==> config.mk <==
export PLATFORM = sky130hd
export DESIGN_NAME = serial_subtractor
export DESIGN_NICKNAME = d
export VERILOG_FILES = /design/src/rtl/serial_subtractor.sv
export SDC_FILE = /design/constraint.sdc
export NUM_CORES = 1
export LEC_CHECK = 0
export ABC_AREA = 1
export BUFFER_PORTS_ARGS = -buffer_cell sky130_fd_sc_hd__clkbuf_2
export CAP_MARGIN = 40
export CELL_PAD_IN_SITES_DETAIL_PLACEMENT = 0
export CELL_PAD_IN_SITES_GLOBAL_PLACEMENT = 1
export CORE_ASPECT_RATIO = 0.9
export CORE_MARGIN = 8
export CORE_UTILIZATION = 40
export DETAILED_ROUTE_END_ITERATION = 7
export PLACE_DENSITY_LB_ADDON = 0.25
export SKIP_LAST_GASP = 1
export SYNTH_ARGS = -nofsm -noshare
export SYNTH_HDL_FRONTEND = slang
export SYNTH_SLANG_ARGS = --single-unit
==> constraint.sdc <==
create_clock -name clk -period 1.8 [get_ports clk]
set_input_delay 0.09 -clock clk [delete_from_list [all_inputs] [get_ports clk]]
set_output_delay 0.09 -clock clk [all_outputs]
set_load 0.05 [all_outputs]
==> src/rtl/serial_subtractor.sv <==
// -----------------------------------------------------------------------------
// serial_subtractor
//
// Bit-serial subtractor. It computes d = a - b - bin (modulo 2^WIDTH) LSB first
// over WIDTH clock cycles. It uses one full-subtractor cell and a registered
// borrow. The finished difference is loaded into a holding register, and a
// one-cycle done pulse announces it.
//
// Ports:
//   clk    in   1      system clock, rising edge
//   rst_n  in   1      asynchronous, active-low reset
//   start  in   1      request; accepted only in IDLE or DONE
//   a      in   WIDTH  minuend, sampled on an accepted start
//   b      in   WIDTH  subtrahend, sampled on an accepted start
//   bin    in   1      borrow-in, sampled on an accepted start
//   busy   out  1      high while bits are being shifted (WIDTH cycles)
//   done   out  1      one-cycle pulse; results valid from this cycle onward
//   d      out  WIDTH  difference (holding register)
//   bout   out  1      unsigned borrow-out (a < b + bin)
//   ovf    out  1      two's-complement overflow
// -----------------------------------------------------------------------------
module serial_subtractor #(
    parameter int WIDTH = 8
) (
    input  logic             clk,
    input  logic             rst_n,
    input  logic             start,
    input  logic [WIDTH-1:0] a,
    input  logic [WIDTH-1:0] b,
    input  logic             bin,
    output logic             busy,
    output logic             done,
    output logic [WIDTH-1:0] d,
    output logic             bout,
    output logic             ovf
);

    // One extra bit means the counter never wraps, even for power-of-two widths.
    localparam int CW = $clog2(WIDTH) + 1;
    localparam logic [CW-1:0] LAST_BIT = CW'(WIDTH - 1);

    typedef enum logic [1:0] {
        ST_IDLE  = 2'd0,
        ST_SHIFT = 2'd1,
        ST_DONE  = 2'd2
    } state_t;

    state_t           state_q, state_d;
    logic [WIDTH-1:0] sa_q, sa_d;
    logic [WIDTH-1:0] sb_q, sb_d;
    logic [WIDTH-1:0] sr_q, sr_d;
    logic             br_q, br_d;
    logic [CW-1:0]    cnt_q, cnt_d;
    logic [WIDTH-1:0] res_q, res_d;
    logic             bout_q, bout_d;
    logic             ovf_q, ovf_d;

    // Full-subtractor cell working on the current LSBs.
    logic             x_bit, y_bit, diff_bit, br_new;
    logic [WIDTH-1:0] sr_shift;

    assign x_bit    = sa_q[0];
    assign y_bit    = sb_q[0];
    assign diff_bit = x_bit ^ y_bit ^ br_q;
    assign br_new   = (~x_bit & y_bit) | (~(x_bit ^ y_bit) & br_q);
    assign sr_shift = {diff_bit, sr_q[WIDTH-1:1]};

    always_comb begin
        state_d = state_q;
        sa_d    = sa_q;
        sb_d    = sb_q;
        sr_d    = sr_q;
        br_d    = br_q;
        cnt_d   = cnt_q;
        res_d   = res_q;
        bout_d  = bout_q;
        ovf_d   = ovf_q;

        case (state_q)
            // DONE accepts a new start exactly like IDLE does. That is how
            // back-to-back operation avoids an idle gap.
            ST_IDLE, ST_DONE: begin
                if (start) begin
                    sa_d    = a;
                    sb_d    = b;
                    br_d    = bin;
                    sr_d    = '0;
                    cnt_d   = '0;
                    state_d = ST_SHIFT;
                end else begin
                    state_d = ST_IDLE;
                end
            end

            ST_SHIFT: begin
                sa_d  = sa_q >> 1;
                sb_d  = sb_q >> 1;
                sr_d  = sr_shift;
                br_d  = br_new;
                cnt_d = cnt_q + CW'(1);
                if (cnt_q == LAST_BIT) begin
                    // On the MSB, br_q is the borrow into the sign bit. If it
                    // differs from the borrow out, the signed result overflowed.
                    res_d   = sr_shift;
                    bout_d  = br_new;
                    ovf_d   = br_q ^ br_new;
                    state_d = ST_DONE;
                end
            end

            default: state_d = ST_IDLE;
        endcase
    end

    always_ff @(posedge clk or negedge rst_n) begin
        if (!rst_n) begin
            state_q <= ST_IDLE;
            sa_q    <= '0;
            sb_q    <= '0;
            sr_q    <= '0;
            br_q    <= 1'b0;
            cnt_q   <= '0;
            res_q   <= '0;
            bout_q  <= 1'b0;
            ovf_q   <= 1'b0;
        end else begin
            state_q <= state_d;
            sa_q    <= sa_d;
            sb_q    <= sb_d;
            sr_q    <= sr_d;
            br_q    <= br_d;
            cnt_q   <= cnt_d;
            res_q   <= res_d;
            bout_q  <= bout_d;
            ovf_q   <= ovf_d;
        end
    end

    assign busy = (state_q == ST_SHIFT);
    assign done = (state_q == ST_DONE);
    assign d    = res_q;
    assign bout = bout_q;
    assign ovf  = ovf_q;

endmodule

; Word level (Yosys, flattened, before mapping)
; Index checks and enable logic that the tools add are counted.
[op_classes]
n_reduce_logical = 5
eq_ne = 5
n_mux = 13
bitwise = 8
addsub = 1
[ops]
columns = cell, n
row1 = case mux 8 bit (2 select lines), 3
row2 = 2-to-1 mux 8 bit, 3
row3 = case mux 4 bit (2 select lines), 1
row4 = adder 4 x 1 -> 4 bit (second input constant), 1
row5 = equality test 4 x 3 -> 1 bit (second input constant), 1
row6 = 2-to-1 mux 4 bit, 1
row7 = case mux 2 bit (2 select lines), 1
row8 = AND reduction 2 bit, 2
row9 = XOR 1 bit, 3
row10 = AND 1 bit, 2
row11 = equality test 2 x 1 -> 1 bit (second input constant), 1
row12 = equality test 2 bit (second input constant), 1
row13 = zero test 2 bit, 1
row14 = 2-to-1 mux 1 bit, 2
row15 = 2-to-1 mux 2 bit, 1
row16 = != test 2 x 1 -> 1 bit (second input constant), 1
row17 = != test 2 bit (second input constant), 1
row18 = NOT 1 bit, 2
row19 = case mux 1 bit (2 select lines), 1
row20 = nonzero test 2 bit, 1
row21 = OR reduction 2 bit, 1
row22 = OR 1 bit, 1
[totals]
reg_bits = 41
in_bits = 20

; Depth between registers and ports, before layout
[depth]
depth_word = 5
depth_mapped = 7
depth_no_buf = 7

; Least setup slack after synthesis
; Ideal clock, no wire load.
[synth_path]
path_kind = reg-to-reg
start = reg sa_q[0]
end = reg ovf_q (netlist: ovf)
path_stages_with_launch = 5
required_ps = 1682
slack_ps = 636
arrival_ps = 1046
path_buffers = 0
period_less_slack_ps = 1164
cell_sequence = dfrtp_1 fa_1 xnor2_1 nand2_1 nand2_1
[synth_via]
elab_chain_len = 5
word_cells_on_any_way = 7
classes_between = bitwise (7)
[synth_rtl]
columns = element, line_no
row1 = start: declaration, 49  ; logic [WIDTH-1:0] sa_q, sa_d;
row2 = start signal: assignment, 118  ; sa_q <= '0;
row3 = start signal: assignment, 128  ; sa_q <= sa_d;
row4 = XOR 1 bit, 65  ; assign br_new = (~x_bit & y_bit) | (~(x_bit ^ y_bit) & br_q);
row5 = NOT 1 bit, 65
row6 = AND 1 bit, 65
row7 = OR 1 bit *, 65
row8 = XOR 1 bit *, 106  ; ovf_d = br_q ^ br_new;
row9 = end signal: assignment, 135  ; ovf_q <= ovf_d;
row10 = end: declaration, 56  ; logic ovf_q, ovf_d;
; Mark *: on every way between the ends. The rest lies on a longest branch, timed or not.
; A chain may end at the register's enable or synchronous reset.

; Worst setup path in the final report
[layout_path]
start = reg state_q[0]
end = out busy
[layout_via]
elab_chain_len = 1
[layout_rtl]
columns = element, line_no
row1 = start: declaration, 48  ; state_t state_q, state_d;
row2 = start signal: assignment, 127  ; state_q <= state_d;
row3 = equality test 2 x 1 -> 1 bit, 139  ; assign busy = (state_q == ST_SHIFT);
row4 = end: declaration, 31  ; output logic busy,
; No other way between the ends.

==> impl_metrics.ini <==
[final_layout]
area_growth_pct = 19.7
n_antenna_cell = 0
drive_gt1_share_pct = 19.0
final_nets = 289
layoutNonFillerInstCount = 330

[hold_path]
hold_path_depth = 5
hold_path.class = in2reg
hp-start = b[1]
hold_end = sb_q[1]

[detailed_routing]
drt_wl_total_um = 3490
drc = 0
vias = 1371
wl_per_cell_um = 10.6
first_iter_violations = 58
route.met3.wl_um = 180
routed.top_layer = met4
avgViaCountPerCell = 4.15
postRouteAntennaNets = 0
met1_length_um = 1790
met2_length_um = 1470
dr.pass1.iters = 4

[die]
core_um2 = 4370
dieArea_um2 = 6890
rows = 23
ios = 32
start_util_pct = 41.0
chipWidth_um = 86.6
fp.dieH_um = 79.5

[synth]
synthTopCellsByArea = dfrtp_1 56%, nand2_1 26%, inv_1 5.9%, o22ai_1 2.1%, buf_4 1.7%
synth_seq_area_share_pct = 55.8
yosys.area_share.simple_pct = 29.8
synth_fa_ha_area_share_pct = 1.81
synth.ff_latch_count = 40
synth_nets = 247
ys_types = 18
synth_top_cell_by_area = dfrtp_1
postSynthCellCount = 225
synth_warnings = 0
synth_area_um2 = 1790
synth_top_family_by_area = simple AND/OR/NAND/NOR gates
syn_avg_cell_area_um2 = 7.97
synth_compound_area_share_pct = 2.93
synth-xor-area-share_pct = 0.488
synth_mux_area_share_pct = 0
synth_top_area_share_pct = 55.8

[worst_setup_path]
crit_fanout = 7
crit_required_ps = 1710
r2r_slack_ps = 460
cp_top_family = buffers and inverters
reg2reg_to = d[7]
slowest_stage = dfrtp_1
crit_chain = inv_1, nor2_2, buf_4, clkbuf_2
slowest_delay_ps = 410
r2r_cells = 6
cp.arrival_ps = 1390
endpoint_kind = primary output
regToRegStartpoint = cnt_q[0]
critPathBufInv = 3
cp-start-kind = register
worstSetupPathType = reg2out

[placement]
gp_congestion = 0.697
dpl.cell_count = 319
port_buffers = 31
preCtsSetupSlack_ps = 466
hpwl_um = 2490

[sta]
finClkSkew_ps = 1.99
fin_crit_ps = 1480
max_freq_mhz = 675
setup_tns_ps = 0
slew_violations = 0
worst_pin_slew_ps = 770
rsz0062_at_grt = no
layout_setup_ws_ps = 319
whs_ps = 72.9
setup_violations = 0
finalCritPeriodShare_pct = 82.3
slew_headroom_pct = 48.7
timing.final.hold_violations = 0

[pwr]
internal_power_mw = 2.20
pwr-share-seq_pct = 38.9
combPwrFrac_pct = 45.9
p_total_mw = 4.00
netSwitchingFraction_pct = 45.0
power.density_nw_per_um2 = 1860
ir_worst_vdd_uv = 697
leakagePower_nw = 1.24
p_switching_mw = 1.80
clkPwrFrac_pct = 15.1

[cts]
clock-sinks = 40
cts_setup_buffers = 0
cts_tree = done
clk_latency_ps = 290
root_buffer = clkbuf_8
clk_pin_slew_ps = 70
cts_made_buffers = 5
clock_tree.htree_level_count = 2
ctsResizeCount = 0
clk_path_buf_depth = 2

[global_routing]
grt_max_degree = 32
grt_first_pass_wirelength_um = 6270
grt_usage_pct = 11.5
grt_pass1_vias = 1361
grt_overflow = 0
antenna_found_initial = 0

[outcome]
status = complete, no violations

[run]
max-cap-violations = 0
-- placed cells by master (no fill, tap or decap), drive strengths merged --
cell type	instances
dlygate4sd3	3
o22ai	6
clkbuf	39
fa	1
o21ai	2
dfrtp	40
nand4	1
xnor2	1
ha	1
nand3	4
buf	7
or2	1
nand2	125
nor2	6
inv	30
a21oi	1
-- cell families (layout without fill, tap and decap cells) --
| kind of cell | count (synthesis) | count (layout) |
|---|---|---|
| buffers and inverters | 36 | 79 |
| XOR/XNOR | 1 | 1 |
| flip-flops | 40 | 40 |
| AO/OA/AOI/OAI | 9 | 9 |
| adder cells (fa/ha/maj) | 2 | 2 |
| AND/OR/NAND/NOR | 137 | 137 |
-- layer usage --
metal | global-route usage [%] | up-vias
met1 | 15.4 | 589
li1 | - | 753
met2 | 16.6 | 22
met5 | 0 | -
met4 | 4.64 | 0
met3 | 3.91 | 7
-- flip-flops by register name, summed over array words and instances, names as in the netlist --
name     cells
cnt_q        4
bout         1
state_q      2
d            8
ovf          1
sa_q         8
sr_q         7
br_q         1
sb_q         8
-- worst min-delay path: stages --
cell and delay [ps]:
clkbuf_2 70, nand2_1 40, nand2_1 50, inv_1 30, nand2_1 40
-- power groups by stage --
stage | sequential (mW) | combinational [mW] | clock (mW)
2_1_floorplan | 1.91 | 1.11 | 0
4_1_cts | 1.56 | 1.87 | 0.626
3_3_place_gp | 1.57 | 1.86 | 0
5_1_grt | 1.62 | 2.11 | 0.665
6_report | 1.56 | 1.84 | 0.605
3_5_place_dp | 1.57 | 1.86 | 0
-- worst max path at each step --
stage / from / to / cells after the start
2_1_floorplan: sa_q[0] / ovf / 4
3_3_place_gp: cnt_q[0] / d[0] / 6
3_5_place_dp: cnt_q[0] / d[7] / 6
4_1_cts: state_q[0] / busy / 4
5_1_grt: cnt_q[0] / d[5] / 6
6_report: state_q[0] / busy / 4
-- cell usage after synthesis --
cell type  count
nor2_2         2
o22ai_1        6
inv_1         28
buf_4          4
nand2_2        2
dfrtp_1       40
buf_6          2
ha_1           1
o21ai_0        2
a21oi_1        1
nand2_1      123
or2_2          1
fa_1           1
inv_2          2
nand3_1        4
nand4_1        1
xnor2_1        1
nor2_1         4
-- final cells by class --
| class | instances | area [um^2] |
|---|---|---|
| multi-input combinational | 149 | 628 |
| fill | 458 | 2230 |
| clock buffer | 8 | 90.1 |
| tap | 62 | 77.6 |
| inverter | 30 | 113 |
| sequential | 40 | 1000 |
| timing repair buffer | 41 | 238 |
-- stage by stage --
stage,cell area [um^2],utilization (%)
2_1_floorplan,1790,-
3_3_place_gp,2030,46.3
3_5_place_dp,2030,46.3
4_1_cts,2150,49.1
5_1_grt,2150,49.1
6_report,2150,49.1
-- timing repair --
item | 4_1_cts | 5_1_grt
setup endpoints to repair | 0 | 0
hold endpoints to repair | 31 | 0
hold buffers | 3 | 0
Power figures use the tool's default switching activity.
